**config.mk**
```make
export PLATFORM = sky130hd
export DESIGN_NAME = div_ratio_sched
export DESIGN_NICKNAME = d
export VERILOG_FILES = /design/src/rtl/div_ratio_sched_pkg.sv /design/src/rtl/div_ratio_sched_stage_chain.sv /design/src/rtl/div_ratio_sched.sv
export SDC_FILE = /design/constraint.sdc
export NUM_CORES = 1
export LEC_CHECK = 0
export BUFFER_PORTS_ARGS = -buffer_cell sky130_fd_sc_hd__buf_2
export CORE_UTILIZATION = 44
export DETAILED_ROUTE_END_ITERATION = 7
export PLACE_DENSITY = 0.71
export SYNTH_ARGS = -nofsm -noshare
export SYNTH_HDL_FRONTEND = slang
export SYNTH_SLANG_ARGS = --single-unit
export TNS_END_PERCENT = 30
```
**constraint.sdc**
```tcl
create_clock -name clk -period 1.6 [get_ports clk]
set_clock_uncertainty 0.05 [all_clocks]
set_input_delay 0.08 -clock clk [delete_from_list [all_inputs] [get_ports clk]]
set_output_delay 0.08 -clock clk [all_outputs]
set_load 0.01 [all_outputs]
```
**src/rtl/div_ratio_sched_pkg.sv**
```systemverilog
// Shared types and helpers for the divided-clock ratio scheduler.
package div_ratio_sched_pkg;

  localparam int unsigned DEFAULT_STAGES = 3;

  typedef enum logic [1:0] {
    IDLE,
    RUN,
    PEND
  } state_t;

  // Select values past the last stage map onto the slowest available ratio.
  function automatic int unsigned clamp_sel(input int unsigned sel, input int unsigned stages);
    return (sel >= stages) ? stages - 1 : sel;
  endfunction

endpackage

```
**src/rtl/div_ratio_sched_stage_chain.sv**
```systemverilog
// Chain of divide-by-2 stages as an enabled binary counter; bit k is stage k.
module div_stage_chain
  import div_ratio_sched_pkg::*;
#(
  parameter int unsigned STAGES = DEFAULT_STAGES
) (
  input  logic              clk,
  input  logic              reset,
  input  logic              en,
  input  logic              clr,
  output logic [STAGES-1:0] cnt,
  output logic [STAGES-1:0] cnt_next
);

  assign cnt_next = cnt + STAGES'(1);

  always_ff @(posedge clk or posedge reset) begin
    if (reset) begin
      cnt <= '0;
    end else if (clr) begin
      cnt <= '0;
    end else if (en) begin
      cnt <= cnt_next;
    end
  end

endmodule

```
**src/rtl/div_ratio_sched.sv**
```systemverilog
// Ratio scheduler: picks which stage drives div_out and swaps ratios only on
// period boundaries so the divided output never glitches.
module div_ratio_sched
  import div_ratio_sched_pkg::*;
#(
  parameter int unsigned STAGES = DEFAULT_STAGES,
  parameter int unsigned SEL_W  = 2
) (
  input  logic              clk,
  input  logic              reset,
  input  logic              en,
  input  logic              sel_req_valid,
  input  logic [SEL_W-1:0]  sel_req,
  output logic              sel_req_ready,
  output logic [SEL_W-1:0]  sel_active,
  output logic [STAGES-1:0] cnt,
  output logic              div_out,
  output logic              tick,
  output logic              busy
);

  state_t            state;
  logic [SEL_W-1:0]  pending;
  logic [SEL_W-1:0]  req_clamped;
  logic [SEL_W-1:0]  new_sel;
  logic [STAGES-1:0] cnt_next;
  logic [STAGES-1:0] sel_onehot;
  logic [STAGES-1:0] sel_mask;
  logic              accept;
  logic              boundary;
  logic              apply_pend;
  logic              apply_now;
  logic              clr;
  logic              stage_bit;

  assign sel_req_ready = (state != PEND);
  assign busy          = (state == PEND);

  always_comb begin
    sel_onehot = '0;
    sel_mask   = '0;
    for (int unsigned k = 0; k < STAGES; k++) begin
      sel_onehot[k] = (32'(sel_active) == k);
      sel_mask[k]   = (k <= 32'(sel_active));
    end
    req_clamped = SEL_W'(clamp_sel(32'(sel_req), STAGES));
    accept      = sel_req_valid & sel_req_ready;
    boundary    = en & ((cnt_next & sel_mask) == '0);
    stage_bit   = |(cnt_next & sel_onehot);
    // A latched change lands at a boundary, or immediately when the run stops;
    // requests arriving while stopped bypass the pending stage entirely.
    apply_pend  = (state == PEND) & (~en | boundary);
    apply_now   = accept & (~en | (state == IDLE));
    clr         = apply_pend | apply_now;
    new_sel     = apply_pend ? pending : req_clamped;
  end

  div_stage_chain #(
    .STAGES(STAGES)
  ) u_chain (
    .clk      (clk),
    .reset    (reset),
    .en       (en),
    .clr      (clr),
    .cnt      (cnt),
    .cnt_next (cnt_next)
  );

  always_ff @(posedge clk or posedge reset) begin
    if (reset) begin
      state      <= IDLE;
      sel_active <= '0;
      pending    <= '0;
      div_out    <= 1'b0;
      tick       <= 1'b0;
    end else begin
      if (clr) begin
        sel_active <= new_sel;
        div_out    <= 1'b0;
        tick       <= 1'b0;
      end else if (en) begin
        div_out <= stage_bit;
        tick    <= ~div_out & stage_bit;
      end else begin
        tick <= 1'b0;
      end

      if (accept && !apply_now) begin
        pending <= req_clamped;
      end

      case (state)
        IDLE: if (en) state <= RUN;
        RUN: begin
          if (!en)        state <= IDLE;
          else if (accept) state <= PEND;
        end
        PEND: begin
          if (!en)          state <= IDLE;
          else if (boundary) state <= RUN;
        end
        default: state <= IDLE;
      endcase
    end
  end

endmodule
```
==> metrics.txt, run 1 <==
status=complete, but fails checks; failing checks=setup timing; Tot GR Track Use=0.205; Num CTS Buffers=3; Cell Count, Final, Fillers Out=93; CP max FO=4; CP endpoint kind=flop; worst ir drop on vdd=647 uV; asr flop ratio synth=1.00; Setup WS post-layout=-122 ps; min-delay src=sel_req[1]; critical path's top delay family=compound AO/OA/AOI/OAI gates; Slowest-stage cell, CP=dfrtp_2; total wire length=1430 um; Clk pin slew, worst setup/hold paths=70 ps; Lkg Pwr=0.397 nW; Clock Tree Buf Depth=2; final count of hold timing violations=0; global-route wire length before repair=1960 um; core area=1190 sq um; EDFF count, synth=0; Synth Instances=54; max-cap viol count=0; I/O pin count=15; Worst-Margin Slew=421 ps; Congestion Overflow GR=0; flop2flop setup slack=-120 ps; pin count of the biggest net entering global routing=13; hold crit path type=input pin to flop; # H-tree levels=1; Root Driver=clkbuf_4; via count of the first global-routing pass=450; antenna cells=0; layout cells sized above 1=0.532; Avg Inst Size Synth=11.0 sq um; via count=487; CTS tree=built; Crit path largest cell delay=430 ps; clock sinks=11; placed insts=86; Tmin final=1720 ps; Clock Latency Late Sink=260 ps; Synth cell types=26; syn_nets=61; Worst R2R Start=u_chain.cnt[0]; Worst path depth=5; Routed Antenna Nets=0; setup TNS=-500 ps; synthesized cell area=594 sq um; Synth Flop Type=dfrtp_1; DR DRC count=0; Final #Nets=87; Critical path buffers and inverters=0; RSZ-0062 raised after global routing=yes; Avg WL per Cell=15.4 um; # setup viols final=6; flops & latches, synth=11; CP Cell Sequence=ha_4 -> xnor2_2 -> o211ai_1 -> a21oi_2 -> mux2_4; IO Port Bufs=14; Worst Path Arrival=1820 ps; Initial Util=0.501; commonest non-fill, non-tap cell in the layout=buf_2; Critical Setup Path Class=flop to flop; initial antenna violation count=0; vias per std cell=5.24; worst hold stages=2; area delta synth->final=40.0%; gpl congestion=0.684; Max Fclk=581 MHz; pwr dens=1040 nW/um^2; design area=832 sq um; Rel. slew slack=0.719; Post-DP Area=739 sq um; Fill cells=98; fin. max-slew vios=0; Crit Reg-Reg Endpoint=sel_active[0]; CP Launch Type=flop; post-synthesis sequential area ratio=0.463; Worst Path Required=1700 ps; Reg2Reg Depth=5; Rows=12; final core occ=0.701; first drt pass iteration count=3; DR iter-0 viols=4; full die area=1500 sq um; die height=38.8 um; Die X=38.8 um; final worst path period share=1.08; Hold EP=pending[1]; most frequent cells in the layout=buf_2 (14), dfrtp_1 (10), buf_4 (8); YS warnings=0
worst max-delay path by stage:
stage / start / end / slack (ps)
after detailed placement: u_chain.cnt[1] / tick / -150
after global placement: u_chain.cnt[0] / sel_active[0] / -50
after global routing: u_chain.cnt[1] / sel_active[0] / -170
after CTS: u_chain.cnt[0] / sel_active[0] / -120
after floorplan: u_chain.cnt[0] / sel_active[0] / -110
final: u_chain.cnt[0] / sel_active[0] / -120
power by group:
| group | total (mW) | leakage, nW | internal [mW] | switching [mW] |
|---|---|---|---|---|
| Sequential | 0.359 | 0.141 | 0.321 | 0.0378 |
| Combinational | 0.320 | 0.242 | 0.171 | 0.149 |
| Clock | 0.188 | 0.0150 | 0.0963 | 0.0918 |
| Total | 0.867 | 0.397 | 0.588 | 0.279 |
what timing repair did:
| item | 4_1_cts | 5_1_grt |
|---|---|---|
| resized for setup | 3 | 4 |
| pin swaps | 8 | 4 |
| endpoints found under the setup margin | 6 | 7 |
| hold endpoints to repair | 11 | 0 |
| buffers inserted | 1 | 1 |
| hold buffers | 1 | 0 |
registers in the layout, summed over array words and instances, names as in the netlist:
name         count
pending          2
sel_active       2
state            2
tick             1
div_out          1
u_chain.cnt      3
stage by stage:
stage                     setup WS [ps]  hold slack (ps)  total power [mW]
final                              -122             58.0             0.867
after global routing               -167             52.7             0.924
after CTS                          -120             48.0             0.839
after detailed placement           -151             37.0             0.636
after global placement            -54.5             34.6             0.627
after floorplan                    -113             -118             0.531
cell usage after synthesis (2+ instances only):
library cell | n | area [sq um]
nor2_1 | 4 | 15.0
mux2_2 | 4 | 45.0
dfrtp_1 | 11 | 275
inv_1 | 3 | 11.3
mux2_4 | 2 | 30.0
nor2b_1 | 2 | 12.5
nor3_1 | 3 | 15.0
a21oi_1 | 2 | 10.0
nand2_1 | 4 | 15.0
o21ai_0 | 2 | 10.0
mux2i_1 | 2 | 20.0
worst reg2reg max path, cell delays in order, from the launching register on:
cell and delay, ps:
dfrtp_2 430, ha_4 170, xnor2_2 170, o211ai_1 160, a21oi_2 300, mux2_4 320
metal layers:
metal	routed length, um	share of wire	track usage	vias to the layer above
met1	603	0.42	0.233	235
li1	-	-	-	240
met4	17	0.012	0.103	0
met3	35	0.024	0.0347	2
met5	0	0	0	-
met2	773	0.54	0.363	10
cell type report:
| cell class | count | area, sq um | area share |
|---|---|---|---|
| repair buffers | 23 | 140 | 0.168 |
| clock buffers | 4 | 26.3 | 0.0316 |
| flip-flops and latches | 11 | 277 | 0.332 |
| well taps | 14 | 17.5 | 0.0211 |
| inverters | 3 | 11.3 | 0.0135 |
| multi-input cells | 38 | 360 | 0.433 |
logic make-up (layout without fill, tap and decap cells):
| kind of cell | after synthesis | count (layout) | share of synthesized area |
|---|---|---|---|
| AO/OA/AOI/OAI | 9 | 9 | 0.112 |
| adder cells (fa/ha/maj) | 1 | 1 | 0.0210 |
| multiplexers | 8 | 8 | 0.160 |
| buffers and inverters | 5 | 30 | 0.0463 |
| flip-flops | 11 | 11 | 0.463 |
| AND/OR/NAND/NOR | 18 | 18 | 0.168 |
| XOR/XNOR | 2 | 2 | 0.0295 |
No activity file was read; power rests on OpenSTA's default activity.
==> run 2: changes to the inputs <==
--- a/config.mk
+++ b/config.mk
@@ -5,10 +5,12 @@
 export SDC_FILE = /design/constraint.sdc
 export NUM_CORES = 1
 export LEC_CHECK = 0
+export ABC_AREA = 1
 export BUFFER_PORTS_ARGS = -buffer_cell sky130_fd_sc_hd__buf_2
-export CORE_UTILIZATION = 44
+export CORE_UTILIZATION = 46
 export DETAILED_ROUTE_END_ITERATION = 7
-export PLACE_DENSITY = 0.71
+export PLACE_DENSITY = 0.72
+export SETUP_SLACK_MARGIN = 0.2
 export SYNTH_ARGS = -nofsm -noshare
 export SYNTH_HDL_FRONTEND = slang
 export SYNTH_SLANG_ARGS = --single-unit
==> run 2 against run 1 <==
Net effect: sequential power increased by 20%; hold slack got worse by 56 ps; combinational power increased by 77%; first-iteration DRC count increased by 100%; highest routed layer unchanged; global-route usage decreased by 1.2 points; the run now ends clean; critical endpoint is now u_chain.cnt[1]; register-to-register slack improved by 270 ps.
==> metrics.txt, run 2 <==
Synth cell types=17; Lkg Pwr=0.451 nW; CTS tree=built; vias per std cell=4.72; Comb pwr share=0.472; design area=841 sq um; via count=571; flops & latches, synth=11; final worst path period share=0.910; Num CTS Buffers=3; Clock power frac=0.169; top-count cell post-synth=nand2_1; Critical Setup Path Class=flop to flop; Tot GR Track Use=0.193; largest family of logic cells by synthesized area=simple AND/OR/NAND/NOR gates; Tmin final=1460 ps; full die area=1650 sq um; FF+latch area=278 sq um; max-cap viol count=0; Root Driver=clkbuf_4; max FFs per register=3; fin. max-slew vios=0; Final Power=1.20 mW; area delta synth->final=22.4%; asr flop ratio synth=1.00; Clk pin slew, worst setup/hold paths=80 ps; mux cell area share after synthesis=0.0146; sw frac=0.415; die height=40.6 um; most frequent cells after synthesis=nand2_1 (17), inv_1 (12), dfrtp_1 (11); first drt pass iteration count=3; RSZ-0062 raised after global routing=yes; pin count of the biggest net entering global routing=12; post-synth top area cell=dfrtp_1; status=finished clean; Post-DP Area=779 sq um; Worst Path Required=1710 ps; YS warnings=0; Synth Flop Type=dfrtp_1; setup TNS=0 ps; synthesized cell area=687 sq um; EDFF count, synth=0; ranking of synthesized cells by area=dfrtp_1 (40%), nand2_1 (9.3%), nand3_1 (7.3%); multi-input combinational cell area=367 sq um; core area=1350 sq um; Die X=40.6 um; Routed Antenna Nets=0; layout cells sized above 1=0.415; Worst Path Arrival=1570 ps; sequential share of power=0.359; IO Port Bufs=14; area share of the largest cell type after synthesis=0.401; worst ir drop on vdd=674 uV; # setup viols final=0; Worst-Margin Slew=420 ps; Avg WL per Cell=10.2 um; Avg Inst Size Synth=7.99 sq um; commonest non-fill, non-tap cell in the layout=nand2_1; Synth Area in XOR/XNOR=0.0128; gpl congestion=0.677; Rel. slew slack=0.720; Net Switching=0.499 mW; antenna cells=0; Rows=13; Max Fclk=687 MHz; post-synthesis sequential area ratio=0.401; Synth Area in Compound Gates=0.0474; Synth Instances=86; via count of the first global-routing pass=470; pwr dens=1430 nW/um^2; CP max FO=7; Initial Util=0.509; post-DP HPWL=926 um; syn_nets=93; Int Pwr=0.702 mW; Fill cells=131; Congestion Overflow GR=0; initial antenna violation count=0; post-synthesis adder-cell area fraction=0.0182; I/O pin count=15; Clock Tree Buf Depth=2; hold crit path type=input pin to flop; CP Launch Type=flop; simple-gate share of the synthesized area=0.408; total wire length=1230 um; CP endpoint kind=flop; Clock Latency Late Sink=280 ps; most frequent cells in the layout=nand2_1 (15), buf_2 (14), inv_1 (12); DR DRC count=0; Largest Register=u_chain.cnt; # H-tree levels=1; final count of hold timing violations=0; clock sinks=11; Final #Nets=114; global-route wire length before repair=1970 um; DR iter-0 viols=8
==> run 2: cell types whose count changed in the layout (fill, tap and decap cells not counted), moves of 4 or more <==
cell,previous run,this run
buf_4,8,2
inv_1,3,12
mux2_4,4,0
nand2_1,4,15
nand2_2,0,7
nand3_1,1,9
nor2_2,0,6
o21ai_0,1,5
==> run 2: per-stage QoR <==
step,hold slack (ps),cells,setup slack (ps),utilization
2_1_floorplan,-118,86,197,-
3_3_place_gp,39.3,114,164,0.577
3_5_place_dp,51.7,114,145,0.577
4_1_cts,3.73,121,166,0.615
5_1_grt,17.4,121,73.8,0.623
6_report,1.53,121,144,0.623
==> run 2: cell type report <==
type	instances	share of cell area
multi-input cells	59	0.436
repair buffers	17	0.113
clock buffers	4	0.0313
well taps	15	0.0223
flip-flops and latches	11	0.330
inverters	15	0.0670
==> run 2: metal layers <==
metal  vias up  wire, um  part of all wire  GRT usage
met4         0        34             0.028      0.125
met2        10       546              0.44      0.278
met3         5        35             0.028     0.0489
li1        307         -                 -          -
met5         -         0                 0          0
met1       249       615              0.50      0.254
==> run 2: cell families after synthesis <==
logic type,count (synthesis)
flip-flops,11
buffers and inverters,16
adder cells (fa/ha/maj),1
AO/OA/AOI/OAI,6
multiplexers,1
AND/OR/NAND/NOR,50
XOR/XNOR,1
==> run 2: timing repair <==
action / 4_1_cts / 5_1_grt
endpoints found under the hold margin: 11 / 0
hold buffers: 1 / 0
gates resized for setup: 0 / 3
pin swaps: 0 / 4
setup buffers: 2 / 0
setup endpoints to repair: 9 / 9
cloned: 0 / 0
==> run 2: critical path, cell delays in order, from the launching register on <==
cell and delay [ps]:
dfrtp_2 430, ha_4 250, nand2_1 60, inv_1 40, nor2_2 100, nand2_2 70
nand2_4 120, nand2_8 80, nand2_4 90, nor2_2 30
==> run 2: power groups by stage <==
stage | Clock [mW] | Combinational [mW] | Sequential (mW)
after floorplan | 0 | 0.367 | 0.471
after global placement | 0 | 0.515 | 0.446
after detailed placement | 0 | 0.524 | 0.451
after CTS | 0.201 | 0.571 | 0.433
after global routing | 0.216 | 0.648 | 0.443
final | 0.202 | 0.567 | 0.431
==> run 2: path summary, 6_finish.rpt <==
kind / from / endpoint / slack [ps] / cells past startpoint
setup / recovery: u_chain.cnt[0] / u_chain.cnt[1] / 140 / 9
hold / removal: sel_req[1] / pending[1] / 2 / 3
setup reg to reg: u_chain.cnt[0] / u_chain.cnt[1] / 140 / 9
hold reg to reg: div_out / tick / 500 / 3
max in group asynchronous: reset / u_chain.cnt[1] / 900 / 3
min in group asynchronous: reset / pending[0] / 280 / 3
